==> src/rtl/npm_toggle_po_reset_gen.sv <==
// PHY-output reset pulse generator: drives a masked per-channel pulse of programmable
// length, then an optional deasserted guard interval, using the NPM ready/last-step handshake.
module npm_toggle_po_reset_gen #(
    parameter int NUM_CH    = 2,
    parameter int CNT_WIDTH = 8
) (
    input  logic                 iSystemClock,
    input  logic                 iReset,
    input  logic                 iStart,
    input  logic [NUM_CH-1:0]    iChannelMask,
    input  logic [CNT_WIDTH-1:0] iPulseLength,
    input  logic [CNT_WIDTH-1:0] iGuardLength,
    output logic                 oReady,
    output logic                 oLastStep,
    output logic [NUM_CH-1:0]    oPO_Reset
);

    typedef enum logic [3:0] {
        S_RESET = 4'b0001,
        S_READY = 4'b0010,
        S_PULSE = 4'b0100,
        S_GUARD = 4'b1000
    } state_t;

    localparam logic [CNT_WIDTH-1:0] CNT_ONE = {{(CNT_WIDTH-1){1'b0}}, 1'b1};

    state_t                 state_q, state_d;
    logic [CNT_WIDTH-1:0]   cnt_q, cnt_d;
    logic [CNT_WIDTH-1:0]   guard_q, guard_d;
    logic [NUM_CH-1:0]      mask_q, mask_d;
    logic [NUM_CH-1:0]      po_q, po_d;

    logic                   cnt_zero;
    logic                   last_step;
    logic                   ready;
    logic                   accept;
    logic [CNT_WIDTH-1:0]   pulse_load;

    assign cnt_zero   = (cnt_q == '0);
    assign last_step  = ((state_q == S_PULSE) && cnt_zero && (guard_q == '0)) ||
                        ((state_q == S_GUARD) && cnt_zero);
    assign ready      = (state_q == S_READY) || last_step;
    assign accept     = ready && iStart && (|iChannelMask);
    // A zero pulse length still yields a one-cycle pulse.
    assign pulse_load = (iPulseLength == '0) ? '0 : (iPulseLength - CNT_ONE);

    always_comb begin
        state_d = state_q;
        cnt_d   = cnt_q;
        guard_d = guard_q;
        mask_d  = mask_q;

        case (state_q)
            S_RESET: state_d = S_READY;
            S_READY: begin
                if (accept) begin
                    state_d = S_PULSE;
                    cnt_d   = pulse_load;
                    guard_d = iGuardLength;
                    mask_d  = iChannelMask;
                end
            end
            S_PULSE: begin
                if (!cnt_zero) begin
                    cnt_d = cnt_q - CNT_ONE;
                end else if (guard_q != '0) begin
                    state_d = S_GUARD;
                    cnt_d   = guard_q - CNT_ONE;
                end else if (accept) begin
                    state_d = S_PULSE;
                    cnt_d   = pulse_load;
                    guard_d = iGuardLength;
                    mask_d  = iChannelMask;
                end else begin
                    state_d = S_READY;
                end
            end
            S_GUARD: begin
                if (!cnt_zero) begin
                    cnt_d = cnt_q - CNT_ONE;
                end else if (accept) begin
                    state_d = S_PULSE;
                    cnt_d   = pulse_load;
                    guard_d = iGuardLength;
                    mask_d  = iChannelMask;
                end else begin
                    state_d = S_READY;
                end
            end
            default: state_d = S_RESET;
        endcase

        po_d = (state_d == S_PULSE) ? mask_d : '0;
    end

    always_ff @(posedge iSystemClock or posedge iReset) begin
        if (iReset) begin
            state_q <= S_RESET;
            cnt_q   <= '0;
            guard_q <= '0;
            mask_q  <= '0;
            po_q    <= '0;
        end else begin
            state_q <= state_d;
            cnt_q   <= cnt_d;
            guard_q <= guard_d;
            mask_q  <= mask_d;
            po_q    <= po_d;
        end
    end

    assign oReady    = ready;
    assign oLastStep = last_step;
    assign oPO_Reset = po_q;

endmodule

==> config.mk <==
export PLATFORM = sky130hd
export DESIGN_NAME = npm_toggle_po_reset_gen
export DESIGN_NICKNAME = d
export VERILOG_FILES = /design/src/rtl/npm_toggle_po_reset_gen.sv
export SDC_FILE = /design/constraint.sdc
export NUM_CORES = 1
export LEC_CHECK = 0
export CELL_PAD_IN_SITES_DETAIL_PLACEMENT = 0
export CELL_PAD_IN_SITES_GLOBAL_PLACEMENT = 1
export CORE_AREA = 5 5 76 78
export CTS_CLUSTER_SIZE = 12
export DETAILED_ROUTE_END_ITERATION = 12
export DIE_AREA = 0 0 81 83
export GPL_ROUTABILITY_DRIVEN = 0
export PLACE_DENSITY = 0.9
export SLEW_MARGIN = 20
export SYNTH_ARGS = -nofsm -noshare
export SYNTH_HDL_FRONTEND = slang
export SYNTH_SLANG_ARGS = --single-unit
==> constraint.sdc <==
create_clock -name iSystemClock -period 2.3 [get_ports iSystemClock]
set_input_delay 0.23 -clock iSystemClock [delete_from_list [all_inputs] [get_ports iSystemClock]]
set_output_delay 0.23 -clock iSystemClock [all_outputs]
set_load 0.005 [all_outputs]
==> results.txt, run 1 <==
----------------------------------------------------
[Synth]
  Main flop type after synthesis ... sky130_fd_sc_hd__dfrtp_1
  Simple-gate area share of the yosys netlist ... 0.2603
  Largest family of logic cells by synthesized area ... compound AO/OA/AOI/OAI gates
  Cell types occupying the most area after synthesis ... sky130_fd_sc_hd__dfrtp_1 (28%), sky130_fd_sc_hd__nand2_1 (6.6%), sky130_fd_sc_hd__o21ai_0 (4.9%)
  Yosys reg bits ... 24
  Xor and xnor fraction of the mapped netlist area ... 0.04258
  Cell taking the most area after synthesis ... sky130_fd_sc_hd__dfrtp_1
  Mapped Area ... just over 0.002 sq mm
  Count of mapped cells out of synthesis ... around 250
  Ys Warns ... 0
  Synth top area share ... 0.2798
  Sequential share of the synthesized area ... 0.2926
  Compound-gate portion of the synthesized area ... 0.3054
  Dominant cell by count in the synthesized netlist ... sky130_fd_sc_hd__nand2_1
  Share of flip-flops with an asynchronous set or reset after synthesis ... 1.000
  Net Count, Synth ... about 280
  Synthesized area divided by synthesized cell count ... ~8.1 sq um
  Number of distinct library cell variants in the gate-level netlist after synthesis ... 59
  Adder-cell share of the synthesized area ... 0.03041
  List of most frequent post-synthesis cells ... sky130_fd_sc_hd__nand2_1 (36), sky130_fd_sc_hd__dfrtp_1 (23), sky130_fd_sc_hd__o21ai_0 (20)
  Proportion of synthesized area in mux cells ... 0.01582
  Post-synth EDFFs ... 0

[Status]
  Outcome ... completed

[CTS]
  Clock Latency Late Sink ... about 0.28 ns
  Clk buf depth ... 2
  Clk sink count ... 24
  CTS root buf ... sky130_fd_sc_hd__clkbuf_8
  Number of levels in the clock H-tree ... 1
  Clock buffers created by TritonCTS ... 3
  Number of buffers inserted for hold repair after clock tree synthesis ... 0
  CTS tree ... yes
  Worst-path clk slew ... ~0.10 ns

[STA]
  Pin slew with the least headroom to its limit ... 0.6676 ns
  Min cycle time layout ... 2.204 ns
  Worst slew slack as a fraction of its limit ... 0.5502
  Worst-case hold slack ... ~0.23 ns
  Max-slew violation count ... 0
  Unrepaired setup endpoints after global routing ... false
  Setup-failing EPs final ... 0
  Fraction of the cycle the final worst path needs ... 0.9583
  Final Hold Vio Count ... 0
  Setup skew after layout ... between 0.007 and 0.008 ns
  Maximum operating frequency ... roughly 450 MHz
  Total Negative Setup Slacks ... 0 ns

[Layout]
  Number of diodes added for antenna fixing ... 0
  Synth-to-layout area growth ... 37.04%
  Multi-input gate area in the final layout ... about 0.0014 sq mm
  Sequential cell area ... between 600 and 700 sq um
  Number of nets in the final layout ... roughly 340
  Layout cells sized above 1 ... 0.2437
  FILL cells ... 471

[GRT]
  Total routing resource utilization after global routing ... 0.1932
  Vias in the first global route ... approximately 2200
  Total gr overflow ... 0
  Pin count of the biggest net entering global routing ... 16
  Antenna violations before repair ... 0
  Global-route wire length before repair ... about 10000 microns

[Pwr]
  Static power due to leakage ... 1.155 nW
  Total power per unit cell area ... 867.5 mW/mm^2
  Worst VDD drop ... approximately 560 uV

[Setup path]
  Setup CP Type ... register to register
  Standard cell with the maximum stage delay on the critical path ... sky130_fd_sc_hd__or4_4
  Worst path top cell family by delay ... compound AO/OA/AOI/OAI gates
  Startpoint type of the worst setup path ... register
  Data arrival, critical path ... around 2.4 ns
  CP cell instances ... or4_4, o41ai_1, o311ai_0, a222oi_1, o31ai_1
  Largest fanout on the critical path ... 4
  Critical path endpoint category ... register
  Buffers plus inverters on the worst setup path ... 0
  Stage delay of the slowest cell on the critical path ... 0.58 ns
  Critical path required time ... 2.46 ns

[Floorplanning]
  Overall die height ... approximately 83 microns
  Total die area ... roughly 0.0067 sq mm
  Placeable core region ... around 0.0050 sq mm
  Horizontal extent of the die ... between 80 and 90 microns
  Row cnt ... 26
  Initial core utilization ... 0.4106
  IO Pins ... 25

[Route]
  Detail-routed via count per cell ... 5.878
  Drt pass-1 iters ... 6
  Total via count in the routed design ... between 2000 and 2500
  Count of routing violations after the opening detailed-route iteration ... between 300 and 400
  Wire length on met3 ... about 460 microns
  Highest Signal Layer ... met4
  Met2 Routed Length ... approximately 3000 microns
  Detailed-route wire length per cell ... between 15 and 20 microns
  Wire length after detailed routing ... around 6400 microns
  Routed metal-1 wirelength ... 2743 microns
  Remaining antenna violation count after routing ... 0
  DRC viols ... 0

[Placed design]
  Quantity of I/O buffers inserted on ports ... 24
  Half-perimeter wire length of the detailed placement result ... roughly 4900 microns

[Min path]
  Type of the tightest min-delay check ... input port to async pin

[Job]
  Max-cap violation count ... 0

----------------------------------------------------
## sequential cells by signal, indices dropped and copies added (netlist names)
signal     cells
cnt_q          8
state_q        4
mask_q         2
guard_q        8
oPO_Reset      2
## per-layer routing
layer	global-route usage	up-vias
met5	0	-
met4	0.08756	0
met3	0.03247	28
met2	0.3047	107
met1	0.2544	1056
li1	-	1078
## stage by stage
stage	std cells	setup slack, ns	utilization	cell area, sq um	total power, mW
3_5_place_dp	382	-0.008493	0.5360	2685	1.969
4_1_cts	386	0.009288	0.5574	2793	2.411
5_1_grt	386	0.03879	0.5627	2819	2.602
3_3_place_gp	382	-0.01700	0.5360	2685	1.930
6_report	386	0.09587	0.5627	2819	2.445
2_1_floorplan	253	0.2727	-	2057	1.493
## path summary, 6_finish.rpt
| check | startpoint | depth (start not counted) | to | slack [ns] |
|---|---|---|---|---|
| min in group iSystemClock | iGuardLength[4] | 3 | guard_q[4] | 0.48 |
| min | iReset | 2 | state_q[3] | 0.23 |
| max in group asynchronous | iReset | 3 | guard_q[2] | 1.52 |
| max reg2reg | guard_q[2] | 5 | cnt_q[7] | 0.1 |
| max | guard_q[2] | 5 | cnt_q[7] | 0.1 |
| min reg2reg | mask_q[0] | 2 | mask_q[0] | 0.48 |
## power breakdown
part	internal (mW)	switching, mW
clock	0.233	0.156
combinational	0.613	0.646
sequential	0.581	0.216
## cell usage in the layout (no fill, tap or decap), types with 3 or more instances in the layout
cell type,netlist,layout
sky130_fd_sc_hd__buf_4,0,50
sky130_fd_sc_hd__nand2_1,36,36
sky130_fd_sc_hd__dfrtp_1,23,23
sky130_fd_sc_hd__clkdlybuf4s50_1,0,22
sky130_fd_sc_hd__nor2_1,19,19
sky130_fd_sc_hd__o21ai_0,20,18
sky130_fd_sc_hd__a21oi_1,14,14
sky130_fd_sc_hd__inv_1,9,8
sky130_fd_sc_hd__nor3_1,8,8
sky130_fd_sc_hd__xnor2_1,7,7
sky130_fd_sc_hd__o21ai_1,4,5
sky130_fd_sc_hd__a22oi_1,5,5
sky130_fd_sc_hd__and2_1,4,4
sky130_fd_sc_hd__o22ai_1,4,4
sky130_fd_sc_hd__nor3b_1,6,4
sky130_fd_sc_hd__a211oi_1,4,4
sky130_fd_sc_hd__ha_1,5,4
sky130_fd_sc_hd__a211o_1,3,3
sky130_fd_sc_hd__or4_1,3,3
sky130_fd_sc_hd__or3_1,3,3
sky130_fd_sc_hd__o311ai_1,3,3
sky130_fd_sc_hd__o21a_1,3,3
sky130_fd_sc_hd__xor2_1,3,3
sky130_fd_sc_hd__nand3_1,3,3
sky130_fd_sc_hd__clkbuf_8,0,3
## layout make-up
type,instances,share of cell area
multi-input combinational,205,0.4993
sequential,24,0.2135
timing repair buffer,74,0.2188
clock buffer,3,0.01465
inverter,9,0.01198
tap,70,0.03107
clock inverter,1,0.01065
## what timing repair did
action                                  4_1_cts  5_1_grt
pin swaps                                     0        2
resized for setup                             8        8
setup buffers                                 0        0
endpoints found under the setup margin        2        4
## cells by family (layout without fill, tap and decap cells)
kind of cell    after synthesis  in the layout
fa+ha+maj                     5              5
buf+inv                      24             87
simple gates                 97             97
flops                        24             24
compound gates               90             90
xor+xnor                     10             10
mux                           3              3
Power figures use the tool's default switching activity.
==> inputs of run 2 (changes only) <==
Settings changed: MAX_ROUTING_LAYER from default to met4.
==> run 2 against run 1 <==
Compared with the run above: via count grew 1.4%; cell count is the same; clock power is essentially flat; first-iteration DRC count shrank 16%; combinational power is essentially flat; sequential power is essentially flat; count of clock-buffer cells in the layout is the same; clock skew grew 0.0026 ns.
==> results.txt, run 2 (same netlist as run 1, synthesis figures left out) <==
----------------------------------------------------
[Status]
  Outcome ... completed

[Setup path]
  Startpoint type of the worst setup path ... register
  Largest fanout on the critical path ... 4 (unchanged)
  Setup slack of the most critical reg-to-reg path ... 0.12 ns (+0.02 ns)
  Critical path endpoint category ... register
  Critical path required time ... 2.46 ns (about the same)
  Data arrival, critical path ... 2.34 ns (-0.02 ns)
  Setup CP Type ... register to register

[Route]
  Drt pass-1 iters ... 5 (-1)
  Detail-routed via count per cell ... 5.959 (+1.4%)
  Remaining antenna violation count after routing ... 0 (unchanged)
  Total via count in the routed design ... 2300 (+1.4%)
  Count of routing violations after the opening detailed-route iteration ... 266 (-16%)
  Wire length after detailed routing ... 6369 microns (about the same)
  Detailed-route wire length per cell ... 16.50 microns (about the same)
  DRC viols ... 0 (unchanged)

[STA]
  Setup-failing EPs final ... 0 (unchanged)
  Fraction of the cycle the final worst path needs ... 0.9482 (-0.01007)
  Unrepaired setup endpoints after global routing ... false
  Setup skew after layout ... 0.009751 ns (+0.002575 ns)
  Max-slew violation count ... 0 (unchanged)
  Pin slew with the least headroom to its limit ... 0.6599 ns (-0.007710 ns)
  Maximum operating frequency ... 458.5 MHz (+1.1%)
  Worst-case hold slack ... 0.2207 ns (-0.005967 ns)
  Worst slew slack as a fraction of its limit ... 0.5554 (+0.005195)
  Min cycle time layout ... 2.181 ns (-0.02316 ns)
  Final Hold Vio Count ... 0 (unchanged)
  Total Negative Setup Slacks ... 0 ns (unchanged)

[Pwr]
  Static power due to leakage ... 1.155 nW (unchanged)
  Total Power Consumption ... 2.447 mW (about the same)
  Total power per unit cell area ... 867.9 mW/mm^2 (about the same)
  Worst VDD drop ... 553.6 uV (-0.54%)

[GRT]
  Global-route wire length before repair ... 10410 microns (about the same)
  Pin count of the biggest net entering global routing ... 16 (unchanged)
  Total routing resource utilization after global routing ... 0.1985 (+0.005261)
  Total gr overflow ... 0 (unchanged)
  Antenna violations before repair ... 0 (unchanged)
  Vias in the first global route ... 2199 (+0.32%)

[Layout]
  Sequential cell area ... 601.8 sq um (unchanged)
  Number of nets in the final layout ... 343 (unchanged)
  Most common cell after layout, fill and taps aside ... sky130_fd_sc_hd__buf_4
  Fin area ... 0.002819 sq mm (unchanged)
  Biggest regs ... cnt_q (8), guard_q (8), state_q (4)
  Synth-to-layout area growth ... 37.04% (unchanged)
  Layout cells sized above 1 ... 0.2437 (unchanged)
  Multi-input gate area in the final layout ... 0.001408 sq mm (unchanged)
  Number of diodes added for antenna fixing ... 0 (unchanged)
  Commonest cells after routing, fill and taps aside ... sky130_fd_sc_hd__buf_4 (50), sky130_fd_sc_hd__nand2_1 (36), sky130_fd_sc_hd__dfrtp_1 (23)
  FILL cells ... 471 (unchanged)

[CTS]
  Number of levels in the clock H-tree ... 1 (unchanged)
  Clk sink count ... 24 (unchanged)
  CTS tree ... yes
  Clk buf depth ... 2 (unchanged)
  Number of buffers inserted for hold repair after clock tree synthesis ... 0 (unchanged)
  CTS root buf ... sky130_fd_sc_hd__clkbuf_8
  Clock buffers created by TritonCTS ... 3 (unchanged)
  Clock Latency Late Sink ... 0.28 ns (about the same)
  Worst-path clk slew ... 0.10 ns (about the same)

[Floorplanning]
  Total die area ... 0.006723 sq mm (unchanged)
  IO Pins ... 25 (unchanged)
  Placeable core region ... 0.005010 sq mm (unchanged)
  Row cnt ... 26 (unchanged)
  Overall die height ... 83 microns (unchanged)
  Horizontal extent of the die ... 81 microns (unchanged)
  Initial core utilization ... 0.4106 (unchanged)

[Min path]
  Type of the tightest min-delay check ... input port to async pin

[Job]
  Max-cap violation count ... 0 (unchanged)

[Placed design]
  Quantity of I/O buffers inserted on ports ... 24 (unchanged)
  Placement Cell Area ... 0.002685 sq mm (unchanged)
  Half-perimeter wire length of the detailed placement result ... 4920 microns (unchanged)

----------------------------------------------------
-- run 2: metrics by stage --
stage                     utilization  worst slack, ns  std cells
after floorplan                     -           0.2727        253
after CTS                      0.5574         0.009288        386
after global routing           0.5627          0.03859        386
after detailed placement       0.5360        -0.008493        382
after global placement         0.5360         -0.01700        382
final                          0.5627           0.1190        386
-- run 2: critical path, stage by stage, from the launching register on --
cell and delay [ns]:
sky130_fd_sc_hd__dfrtp_1 0.44, sky130_fd_sc_hd__or4_4 0.58, sky130_fd_sc_hd__o41ai_1 0.34, sky130_fd_sc_hd__o311ai_0 0.25
sky130_fd_sc_hd__a222oi_1 0.34, sky130_fd_sc_hd__o31ai_1 0.12
-- run 2: final timing paths --
check	from	end	cells past startpoint
hold reg to reg	mask_q[0]	mask_q[0]	2
setup reg to reg	guard_q[2]	cnt_q[7]	5
hold / removal	iReset	state_q[3]	2
setup / recovery	guard_q[2]	cnt_q[7]	5
max in group asynchronous	iReset	state_q[2]	3
min in group iSystemClock	iGuardLength[4]	guard_q[4]	3
-- run 2: cell type report --
cell class | count | share of cell area
well taps | 70 | 0.03107
inverters | 9 | 0.01198
clock buffers | 3 | 0.01465
multi-input cells | 205 | 0.4993
flip-flops and latches | 24 | 0.2135
repair buffers | 74 | 0.2188
clock inverters | 1 | 0.01065
-- run 2: power breakdown --
group | leakage [nW] | internal [mW] | total [mW] | switching (mW)
sequential | 0.284 | 0.581 | 0.797 | 0.217
combinational | 0.834 | 0.613 | 1.26 | 0.645
clock | 0.0357 | 0.233 | 0.392 | 0.158
total | 1.15 | 1.43 | 2.45 | 1.02
-- run 2: repair_timing --
action	in CTS	in global routing
gates resized for setup	8	8
setup endpoints to repair	2	4
buffers inserted	0	0
hold endpoints to repair	0	0
pin swaps	0	2
-- run 2: metal layers --
metal  GRT usage  vias up  routed length, microns
met5           -        -                       0
met4     0.08756        0                     219
met3     0.03030       25                     508
met2      0.3055      118                    2979
met1      0.2550     1081                    2661
li1            -     1076                       -
==> inputs of run 3 (changes only) <==
Settings changed: CTS_BUF_LIST from default to sky130_fd_sc_hd__clkbuf_16, SLEW_MARGIN 20 to default.
==> run 3 against run 2 <==
Compared with the run above: clock power grew 33%; flip-flop and latch count unchanged; sequential share of layout area decreased by 0.19 points; non-clock buffer count did not move; critical endpoint unchanged.
==> results.txt, run 3 (same netlist as run 1, synthesis figures left out) <==
----------------------------------------------------
[Pwr]
  Comb pwr share ... 0.488 (-0.026)
  Share of total power in sequential cells ... 0.311 (-0.015)
  Total power per unit cell area ... 909.4 mW/mm^2 (+4.8%)
  Clock share of power ... 0.201 (+0.041)
  Static power due to leakage ... 1.164 nW (+0.84%)
  Cell-internal power ... 1.542 mW (+8.0%)
  Total Power Consumption ... 2.586 mW (+5.7%)
  Net switching power figure ... 1.045 mW (+2.4%)
  Worst VDD drop ... 445.1 uV (-20%)
  Share of total power consumed by net switching ... 0.4040 (-0.01288)

[STA]
  Fraction of the cycle the final worst path needs ... 0.9673 (+0.01909)
  Setup skew after layout ... 0.009221 ns (-0.0005299 ns)
  Maximum operating frequency ... 449.5 MHz (-2.0%)
  Min cycle time layout ... 2.225 ns (+0.04390 ns)
  Max-slew violation count ... 0 (unchanged)
  Setup-failing EPs final ... 0 (unchanged)
  Total Negative Setup Slacks ... 0 ns (unchanged)
  Unrepaired setup endpoints after global routing ... false
  Worst-case hold slack ... 0.2468 ns (+0.02613 ns)
  Worst slew slack as a fraction of its limit ... 0.5398 (-0.01567)
  Final Hold Vio Count ... 0 (unchanged)
  Pin slew with the least headroom to its limit ... 0.6831 ns (+0.02325 ns)

[Floorplanning]
  Total die area ... 0.006723 sq mm (unchanged)
  Overall die height ... 83 microns (unchanged)
  Initial core utilization ... 0.4106 (unchanged)
  Horizontal extent of the die ... 81 microns (unchanged)
  Placeable core region ... 0.005010 sq mm (unchanged)
  Row cnt ... 26 (unchanged)
  IO Pins ... 25 (unchanged)

[Placed design]
  Half-perimeter wire length of the detailed placement result ... 4920 microns (unchanged)
  Quantity of I/O buffers inserted on ports ... 24 (unchanged)

[GRT]
  Antenna violations before repair ... 0 (unchanged)
  Pin count of the biggest net entering global routing ... 16 (unchanged)
  Vias in the first global route ... 2214 (+0.68%)
  Total gr overflow ... 0 (unchanged)
  Total routing resource utilization after global routing ... 0.2026 (+0.004083)
  Global-route wire length before repair ... 10680 microns (+2.7%)

[Setup path]
  Setup CP Type ... register to register
  Setup slack of the most critical reg-to-reg path ... 0.08 ns (-0.04 ns)
  Critical path required time ... 2.44 ns (-0.02 ns)
  Critical path endpoint category ... register
  Startpoint type of the worst setup path ... register
  Data arrival, critical path ... 2.36 ns (+0.02 ns)
  Largest fanout on the critical path ... 4 (unchanged)

[CTS]
  Clock buffers created by TritonCTS ... 3 (unchanged)
  Clock Latency Late Sink ... 0.27 ns (about the same)
  CTS tree ... yes
  Number of buffers inserted to repair setup after CTS ... 0 (unchanged)
  Number of buffers inserted for hold repair after clock tree synthesis ... 0 (unchanged)
  Number of levels in the clock H-tree ... 1 (unchanged)
  Clk buf depth ... 2 (unchanged)
  Clk sink count ... 24 (unchanged)
  Worst-path clk slew ... 0.07 ns (-0.03 ns)
  CTS root buf ... sky130_fd_sc_hd__clkbuf_16

[Route]
  Remaining antenna violation count after routing ... 0 (unchanged)
  Detail-routed via count per cell ... 6.049 (+1.5%)
  Count of routing violations after the opening detailed-route iteration ... 275 (+3.4%)
  Total via count in the routed design ... 2335 (+1.5%)
  Detailed-route wire length per cell ... 16.93 microns (+2.6%)
  Wire length after detailed routing ... 6535 microns (+2.6%)
  Drt pass-1 iters ... 5 (unchanged)
  DRC viols ... 0 (unchanged)

[Min path]
  Type of the tightest min-delay check ... input port to async pin

[Layout]
  Post-route core utilization ... 0.5677 (+0.004995)
  Commonest cells after routing, fill and taps aside ... sky130_fd_sc_hd__buf_4 (50), sky130_fd_sc_hd__nand2_1 (36), sky130_fd_sc_hd__dfrtp_1 (23)
  Synth-to-layout area growth ... 38.26%
  Layout cells sized above 1 ... 0.2405 (-0.003165)
  Most common cell after layout, fill and taps aside ... sky130_fd_sc_hd__buf_4
  Biggest regs ... cnt_q (8), guard_q (8), state_q (4)
  Number of diodes added for antenna fixing ... 0 (unchanged)
  Number of nets in the final layout ... 343 (unchanged)

[Status]
  Outcome ... completed

[Job]
  Max-cap violation count ... 0 (unchanged)

----------------------------------------------------
-- run 3: cell counts in the layout (fill, tap and decap cells not counted) --
Identical to the previous run, type by type.
-- run 3: cell type report --
cell class | instances | area [sq um]
Fill cell | 462 | 2166
Multi-Input combinational cell | 205 | 1399
Timing Repair Buffer | 74 | 616.8
Sequential cell | 24 | 601.8
Tap cell | 70 | 87.58
Clock buffer | 3 | 75.07
Inverter | 9 | 33.78
Clock inverter | 1 | 30.03
-- run 3: critical path, stage by stage (launching register included) --
cell and delay [ns]:
sky130_fd_sc_hd__dfrtp_1 0.38, sky130_fd_sc_hd__buf_4 0.15, sky130_fd_sc_hd__or4_1 0.58, sky130_fd_sc_hd__o41ai_1 0.28
sky130_fd_sc_hd__buf_4 0.18, sky130_fd_sc_hd__a21boi_1 0.06, sky130_fd_sc_hd__a222oi_1 0.35, sky130_fd_sc_hd__o31ai_1 0.13
-- run 3: power by group through the flow --
stage,clock [mW],combinational (mW),sequential (mW)
6_report,0.520,1.26,0.804
2_1_floorplan,0,0.766,0.727
3_5_place_dp,0,1.20,0.771
3_3_place_gp,0,1.17,0.760
4_1_cts,0.523,1.23,0.787
5_1_grt,0.543,1.36,0.826
-- run 3: final timing paths --
| path | start | end | depth (start not counted) |
|---|---|---|---|
| setup / recovery | cnt_q[0] | cnt_q[7] | 7 |
| hold / removal | iReset | state_q[3] | 2 |
| setup reg to reg | cnt_q[0] | cnt_q[7] | 7 |
| hold reg to reg | mask_q[0] | mask_q[0] | 2 |
| max in group asynchronous | iReset | guard_q[3] | 3 |
| min in group iSystemClock | mask_q[0] | mask_q[0] | 2 |
-- run 3: routing by layer --
metal  wire length (microns)  track usage  up-vias
met5                       0            -        -
met1                    2726       0.2644     1103
met4                     263      0.08141        0
li1                        -            -     1078
met3                     544      0.02597       26
met2                    3000       0.3144      128
-- run 3: per-stage QoR --
stage | cell area [sq um] | instances | worst slack, ns
after floorplan | 2057 | 253 | 0.2727
after global placement | 2685 | 382 | -0.01700
after detailed placement | 2685 | 382 | -0.008493
after CTS | 2823 | 386 | 0.01297
after global routing | 2844 | 386 | 0.001049
final | 2844 | 386 | 0.07512
-- run 3: timing repair --
| action | 4_1_cts | 5_1_grt |
|---|---|---|
| endpoints found under the hold margin | 0 | 0 |
| pin swaps | 0 | 1 |
| gates resized for setup | 7 | 7 |
| setup endpoints to repair | 2 | 2 |
